[config.mk]
export PLATFORM = sky130hd
export DESIGN_NAME = spi_pwm_cfg_ctrl
export DESIGN_NICKNAME = d
export VERILOG_FILES = /design/src/rtl/spi_pwm_cfg_ctrl.sv
export SDC_FILE = /design/constraint.sdc
export NUM_CORES = 1
export LEC_CHECK = 0
export CAP_MARGIN = 40
export CORE_AREA = 2 2 77 115
export CTS_CLUSTER_SIZE = 16
export DETAILED_ROUTE_END_ITERATION = 16
export DIE_AREA = 0 0 79 117
export PLACE_DENSITY = 0.8
export SYNTH_ARGS = -nofsm -noshare
export SYNTH_HDL_FRONTEND = slang
export SYNTH_SLANG_ARGS = --single-unit
[constraint.sdc]
create_clock -name clk -period 1.62 [get_ports clk]
set_input_delay 0.324 -clock clk [delete_from_list [all_inputs] [get_ports clk]]
set_output_delay 0.324 -clock clk [all_outputs]
set_load 0.1 [all_outputs]
[src/rtl/spi_pwm_cfg_ctrl.sv]
// SPI mode-0 slave owning the PWM configuration register file.
// Frames are 16 bits MSB first: {rw, addr[6:0], data[7:0]}, with readback.
module spi_pwm_cfg_ctrl #(
   parameter int SYNC_STAGES = 2,
   parameter int MAX_ADDR    = 4,
   parameter int FRAME_BITS  = 16
) (
   input  logic       clk,
   input  logic       rst_n,
   input  logic       sclk,
   input  logic       ncs,
   input  logic       copi,
   output logic       cipo,
   output logic       cipo_oe,
   output logic [7:0] en_reg_out_7_0,
   output logic [7:0] en_reg_out_15_8,
   output logic [7:0] en_reg_pwm_7_0,
   output logic [7:0] en_reg_pwm_15_8,
   output logic [7:0] pwm_duty_cycle,
   output logic       wr_strobe,
   output logic       frame_err
);

   localparam int         NREGS   = 5;
   localparam logic [4:0] FB      = 5'(FRAME_BITS);
   localparam logic [4:0] CNT_MAX = 5'(FRAME_BITS + 1);

   typedef enum logic [1:0] {
      IDLE,
      SHIFT,
      COMMIT
   } state_t;

   state_t state_q, state_d;

   logic [SYNC_STAGES-1:0] sclk_sync_q, sclk_sync_d;
   logic [SYNC_STAGES-1:0] ncs_sync_q, ncs_sync_d;
   logic [SYNC_STAGES-1:0] copi_sync_q, copi_sync_d;
   logic sclk_dly_q, sclk_dly_d;
   logic ncs_dly_q, ncs_dly_d;

   logic armed_q, armed_d;
   logic pend_q, pend_d;
   logic [4:0] bit_cnt_q, bit_cnt_d;
   logic [15:0] shift_in_q, shift_in_d;
   logic [7:0] shift_out_q, shift_out_d;
   logic [7:0] regs_q [NREGS];
   logic [7:0] regs_d [NREGS];
   logic wr_strobe_q, wr_strobe_d;
   logic frame_err_q, frame_err_d;
   logic cipo_oe_q, cipo_oe_d;

   logic sclk_s, ncs_s, copi_s;
   logic sclk_rise, sclk_fall;
   logic ncs_rise, ncs_fall;
   logic start, take;
   logic [4:0] cnt_eff;
   logic [6:0] rd_addr;
   logic [7:0] rd_data;
   logic cm_rw;
   logic [6:0] cm_addr;
   logic [7:0] cm_data;

   assign sclk_s = sclk_sync_q[SYNC_STAGES-1];
   assign ncs_s  = ncs_sync_q[SYNC_STAGES-1];
   assign copi_s = copi_sync_q[SYNC_STAGES-1];

   assign sclk_rise = sclk_s & ~sclk_dly_q;
   assign sclk_fall = ~sclk_s & sclk_dly_q;
   assign ncs_rise  = ncs_s & ~ncs_dly_q;
   assign ncs_fall  = ~ncs_s & ncs_dly_q;

   // A pending fall seen during COMMIT starts the next frame.
   assign start = armed_q & (ncs_fall | pend_q);

   // On a coincident last edge the sample lands only if room remains.
   assign take    = sclk_rise & (~ncs_rise | (bit_cnt_q < FB));
   assign cnt_eff = bit_cnt_q
                  + {4'd0, sclk_rise & (bit_cnt_q < FB)};

   assign rd_addr = {shift_in_q[5:0], copi_s};
   assign cm_rw   = shift_in_q[15];
   assign cm_addr = shift_in_q[14:8];
   assign cm_data = shift_in_q[7:0];

   always_comb begin
      rd_data = '0;
      for (int i = 0; i < NREGS; i++) begin
         if (int'(rd_addr) == i && i <= MAX_ADDR) begin
            rd_data = regs_q[i];
         end
      end
   end

   always_comb begin
      sclk_sync_d = {sclk_sync_q[SYNC_STAGES-2:0], sclk};
      ncs_sync_d  = {ncs_sync_q[SYNC_STAGES-2:0], ncs};
      copi_sync_d = {copi_sync_q[SYNC_STAGES-2:0], copi};
      sclk_dly_d  = sclk_s;
      ncs_dly_d   = ncs_s;
   end

   always_ff @(posedge clk or negedge rst_n) begin
      if (!rst_n) begin
         state_q <= IDLE;
      end else begin
         state_q <= state_d;
      end
   end

   always_comb begin
      state_d = state_q;
      unique case (state_q)
         IDLE: begin
            if (start) begin
               state_d = SHIFT;
            end
         end
         SHIFT: begin
            if (ncs_rise) begin
               state_d = (cnt_eff == FB) ? COMMIT : IDLE;
            end
         end
         COMMIT: state_d = IDLE;
         default: state_d = IDLE;
      endcase
   end

   always_comb begin
      armed_d     = armed_q | ncs_s;
      pend_d      = 1'b0;
      bit_cnt_d   = bit_cnt_q;
      shift_in_d  = shift_in_q;
      shift_out_d = shift_out_q;
      regs_d      = regs_q;
      wr_strobe_d = 1'b0;
      frame_err_d = 1'b0;
      cipo_oe_d   = (state_d == SHIFT) & ~ncs_s;
      unique case (state_q)
         IDLE: begin
            shift_out_d = '0;
            if (start) begin
               bit_cnt_d  = '0;
               shift_in_d = '0;
            end
         end
         SHIFT: begin
            if (take) begin
               shift_in_d = {shift_in_q[14:0], copi_s};
               if (bit_cnt_q != CNT_MAX) begin
                  bit_cnt_d = bit_cnt_q + 5'd1;
               end
               if (bit_cnt_q == 5'd7 && !shift_in_q[6]) begin
                  shift_out_d = rd_data;
               end
            end else if (sclk_fall && bit_cnt_q >= 5'd9) begin
               shift_out_d = {shift_out_q[6:0], 1'b0};
            end
            if (ncs_rise) begin
               shift_out_d = '0;
               frame_err_d = (cnt_eff != FB);
            end
         end
         COMMIT: begin
            pend_d      = ncs_fall;
            shift_out_d = '0;
            for (int i = 0; i < NREGS; i++) begin
               if (cm_rw && int'(cm_addr) == i && i <= MAX_ADDR) begin
                  regs_d[i]   = cm_data;
                  wr_strobe_d = 1'b1;
               end
            end
         end
         default: shift_out_d = '0;
      endcase
   end

   always_ff @(posedge clk or negedge rst_n) begin
      if (!rst_n) begin
         sclk_sync_q <= '0;
         ncs_sync_q  <= '0;
         copi_sync_q <= '0;
         sclk_dly_q  <= 1'b0;
         ncs_dly_q   <= 1'b0;
         armed_q     <= 1'b0;
         pend_q      <= 1'b0;
         bit_cnt_q   <= '0;
         shift_in_q  <= '0;
         shift_out_q <= '0;
         regs_q      <= '{default: '0};
         wr_strobe_q <= 1'b0;
         frame_err_q <= 1'b0;
         cipo_oe_q   <= 1'b0;
      end else begin
         sclk_sync_q <= sclk_sync_d;
         ncs_sync_q  <= ncs_sync_d;
         copi_sync_q <= copi_sync_d;
         sclk_dly_q  <= sclk_dly_d;
         ncs_dly_q   <= ncs_dly_d;
         armed_q     <= armed_d;
         pend_q      <= pend_d;
         bit_cnt_q   <= bit_cnt_d;
         shift_in_q  <= shift_in_d;
         shift_out_q <= shift_out_d;
         regs_q      <= regs_d;
         wr_strobe_q <= wr_strobe_d;
         frame_err_q <= frame_err_d;
         cipo_oe_q   <= cipo_oe_d;
      end
   end

   assign cipo            = shift_out_q[7];
   assign cipo_oe         = cipo_oe_q;
   assign wr_strobe       = wr_strobe_q;
   assign frame_err       = frame_err_q;
   assign en_reg_out_7_0  = regs_q[0];
   assign en_reg_out_15_8 = regs_q[1];
   assign en_reg_pwm_7_0  = regs_q[2];
   assign en_reg_pwm_15_8 = regs_q[3];
   assign pwm_duty_cycle  = regs_q[4];

endmodule

==> run metrics, run 1 <==
Final setup viols=45; FFs w/ async S/R, synth=100%; multi-input logic area=just under 2000 um^2; # DRC=0; Reg clk slew, reported paths=~0.06 ns; row count=41; Final Cell Area=between 6000 and 7000 um^2; CP Launch Type=flop; failing checks=negative setup slack; Pre-antenna DRT Iters=4; slew margin rel.=78.3%; number of I/O pins=49; final setup margin=-0.167 ns; top layer in use=met4; CP max FO=8; DRT Wirelength=around 12,000 um; post-DR wirelength/cell=between 20 and 25 um; Hold Startpoint=ncs_sync_q[0]; synth-to-layout area growth=59.0%; RR Startpoint=shift_in_q[14]; first-pass GRT wire length=about 18,000 um; depth of the CTS H-tree=3; sequential area share after synthesis=between 50% and 60%; post-route ant nets=0; FF/Latch Area=around 2100 um^2; Worst Setup End Kind=flop; clock sink total=between 80 and 90; yosys warns=0; Worst Skew=roughly 0.0073 ns; #FFs+latches synth=84; Hold Crit Class=reg2reg; Placed Cells incl. Taps=552; Mapped Area=3860 um^2; Lkg Pwr=2.66 nW; final net count=around 480; full die area=9240 um^2; CP startpoint=shift_in_q[14]; Worst-Skew Late Latency=about 0.35 ns; critical path type=reg2reg; fin. max-slew vios=0; Unique masters post-synth=46; total grt overflow=0; Total Routing Usage GR=a little over a quarter; crit path DAT=between 2 and 2.5 ns; post-DP HPWL=~7600 um; Chip Height=117 um; TritonCTS buffer count=9; area of the core=8310 um^2; met1 wire length=roughly 4400 um; routed wl met3=between 600 and 700 um; Crit path required time=1.86 ns; crit path time final=about 1.8 ns; Inserted Diodes=0; gp weighted congestion=between 0.9 and 1; Post-Route Utilization=approximately three quarters; outcome=complete, but fails checks; Iter 0 DRT Violations=between 300 and 400; fraction of layout cells with a size suffix above 1=between 40% and 50%; P per Cell Area=roughly 940 nW/um^2; Cell Count, Final, Fillers Out=around 590; Sum Neg Setup Slack=-4.47 ns; clock root buffer master=clkbuf_16; clock buffer depth=2; Via density=5.89; Final Power=5.79 mW; CTS tree=done; I/O Buffers=48; via count=about 3,500; Fin. Hold Viols=0; Slew @ Worst Pin=~0.32 ns; Place WS=-0.179 ns; initial antenna violation count=0; top_reg_cell synth=dfrtp_1; WL met2=~6300 um; Max-cap violations=0; vias in the first global route=~3,500; Post-Syn Nets=about 370; Post-Syn Instances=365; DP Area=5350 um^2; syn avg cell area=about 11 um^2; RSZ-0062 raised after global routing=yes; Tcrit/Tclk final=110%; Max Freq=560 MHz; Initial Utilization=approximately 46%; number of flops mapped to enable cells by yosys=0; die extent in x=roughly 79 um; largest net degree at the start of global routing=38; Hold Worst Slack=approximately 0.35 ns; number of fill cells=471; Max VDD drop=about 0.00085 V
## per-layer routing
layer	vias to the layer above	GRT usage, %
li1	1510	-
met1	1701	30.9
met2	187	44.0
met3	53	5.83
met4	0	13.8
met5	-	0
## cell usage after synthesis (2+ instances only)
library cell,n,share of area (%)
mux2_2,23,6.7
a22oi_1,4,0.78
buf_2,8,1.0
and3b_1,2,0.45
nor3_4,3,1.3
clkbuf_1,6,0.58
a31oi_1,3,0.49
o32ai_1,4,0.91
dfrtp_1,84,54
ha_1,4,1.3
o211ai_1,3,0.58
nor2_1,21,2.0
o21ai_0,50,6.5
nand3b_1,3,0.58
nor2b_1,3,0.49
nor3b_1,2,0.39
a21oi_1,7,0.91
nand2b_1,4,0.65
nor3_1,3,0.39
inv_1,28,2.7
nand3_1,21,2.7
mux2i_1,12,3.1
a22o_1,3,0.68
nand2_1,35,3.4
nand4_1,5,0.81
and2b_1,2,0.39
o221ai_1,3,0.68
## registers in the layout (all words and copies together), names as in the netlist, 5 cells and up
signal,cells
shift_in_q,16
shift_out_q,8
en_reg_out_7_0,8
en_reg_out_15_8,8
en_reg_pwm_7_0,8
bit_cnt_q,5
en_reg_pwm_15_8,8
pwm_duty_cycle,8
## critical path: stages, from the launching register on
cell,delay [ns]
dfrtp_1,0.38
nand4bb_4,0.24
nor4_4,0.25
nand2_4,0.14
nor3_4,0.18
buf_12,0.17
mux2_4,0.31
## layout make-up
type	count	share of cell area, %
multi-input cells	238	31.3
inverters	28	1.71
flip-flops and latches	84	34.4
well taps	107	2.18
clock buffers	11	3.95
clock inverters	5	1.39
repair buffers	113	25.1
## placed cells by master, fill, tap and decap left out, drive strengths merged, types with 2 or more instances in the layout
| cell | netlist | routed |
|---|---|---|
| a21oi | 8 | 8 |
| a22o | 3 | 3 |
| a22oi | 4 | 4 |
| a31oi | 3 | 3 |
| and2b | 2 | 2 |
| and3b | 2 | 2 |
| buf | 9 | 107 |
| bufinv | 0 | 2 |
| clkbuf | 6 | 13 |
| clkdlybuf4s50 | 0 | 3 |
| dfrtp | 84 | 84 |
| ha | 4 | 4 |
| inv | 28 | 29 |
| mux2 | 23 | 23 |
| mux2i | 12 | 12 |
| nand2 | 36 | 36 |
| nand2b | 4 | 4 |
| nand3 | 21 | 21 |
| nand3b | 3 | 3 |
| nand4 | 5 | 5 |
| nor2 | 21 | 21 |
| nor2b | 3 | 3 |
| nor3 | 7 | 7 |
| nor3b | 2 | 2 |
| nor4 | 2 | 2 |
| o211ai | 4 | 4 |
| o21ai | 50 | 50 |
| o221ai | 3 | 3 |
| o32ai | 4 | 4 |
## final timing paths
| check | to | slack [ns] | depth (start not counted) |
|---|---|---|---|
| setup / recovery | en_reg_out_7_0[1] | -0.17 | 6 |
| hold / removal | ncs_sync_q[1] | 0.35 | 0 |
| setup reg to reg | en_reg_out_7_0[1] | -0.17 | 6 |
| hold reg to reg | ncs_sync_q[1] | 0.35 | 0 |
| max in group asynchronous | pwm_duty_cycle[1] | 0.68 | 3 |
| min in group asynchronous | shift_in_q[6] | 0.42 | 2 |
## logic make-up after synthesis
kind of cell,count (synthesis),synth area share [%]
adder cells (fa/ha/maj),4,1.30
buffers and inverters,43,4.44
AO/OA/AOI/OAI,83,13.1
multiplexers,35,9.81
flip-flops,84,54.4
AND/OR/NAND/NOR,116,16.9
## power by group
| part | internal [mW] | switching (mW) |
|---|---|---|
| registers | 2.17 | 0.0791 |
| clock network | 1.40 | 0.860 |
| logic | 0.579 | 0.693 |
## repair_timing
| action | in CTS | in global routing |
|---|---|---|
| gates cloned | 0 | 2 |
| endpoints found under the hold margin | 21 | 0 |
| resized for setup | 58 | 39 |
| setup endpoints to repair | 50 | 67 |
| hold buffers | 1 | 0 |
| buffers inserted | 7 | 9 |
| pin swaps | 12 | 10 |
Note: power is estimated with default switching activity, not from simulation.
==> inputs of run 2 (changes only) <==
--- a/config.mk
+++ b/config.mk
@@ -10,6 +10,7 @@
 export CTS_CLUSTER_SIZE = 16
 export DETAILED_ROUTE_END_ITERATION = 16
 export DIE_AREA = 0 0 79 117
+export HOLD_SLACK_MARGIN = 0.08
 export PLACE_DENSITY = 0.8
 export SYNTH_ARGS = -nofsm -noshare
 export SYNTH_HDL_FRONTEND = slang
==> results of run 2 <==
The final DEF is identical to that of run 1; final timing and power are the same.
==> inputs of run 3 (changes only) <==
--- a/config.mk
+++ b/config.mk
@@ -7,6 +7,7 @@
 export LEC_CHECK = 0
 export CAP_MARGIN = 40
 export CORE_AREA = 2 2 77 115
+export CTS_CLUSTER_DIAMETER = 30
 export CTS_CLUSTER_SIZE = 16
 export DETAILED_ROUTE_END_ITERATION = 16
 export DIE_AREA = 0 0 79 117
==> results of run 3 <==
The final DEF is identical to that of run 1; final timing and power are the same.
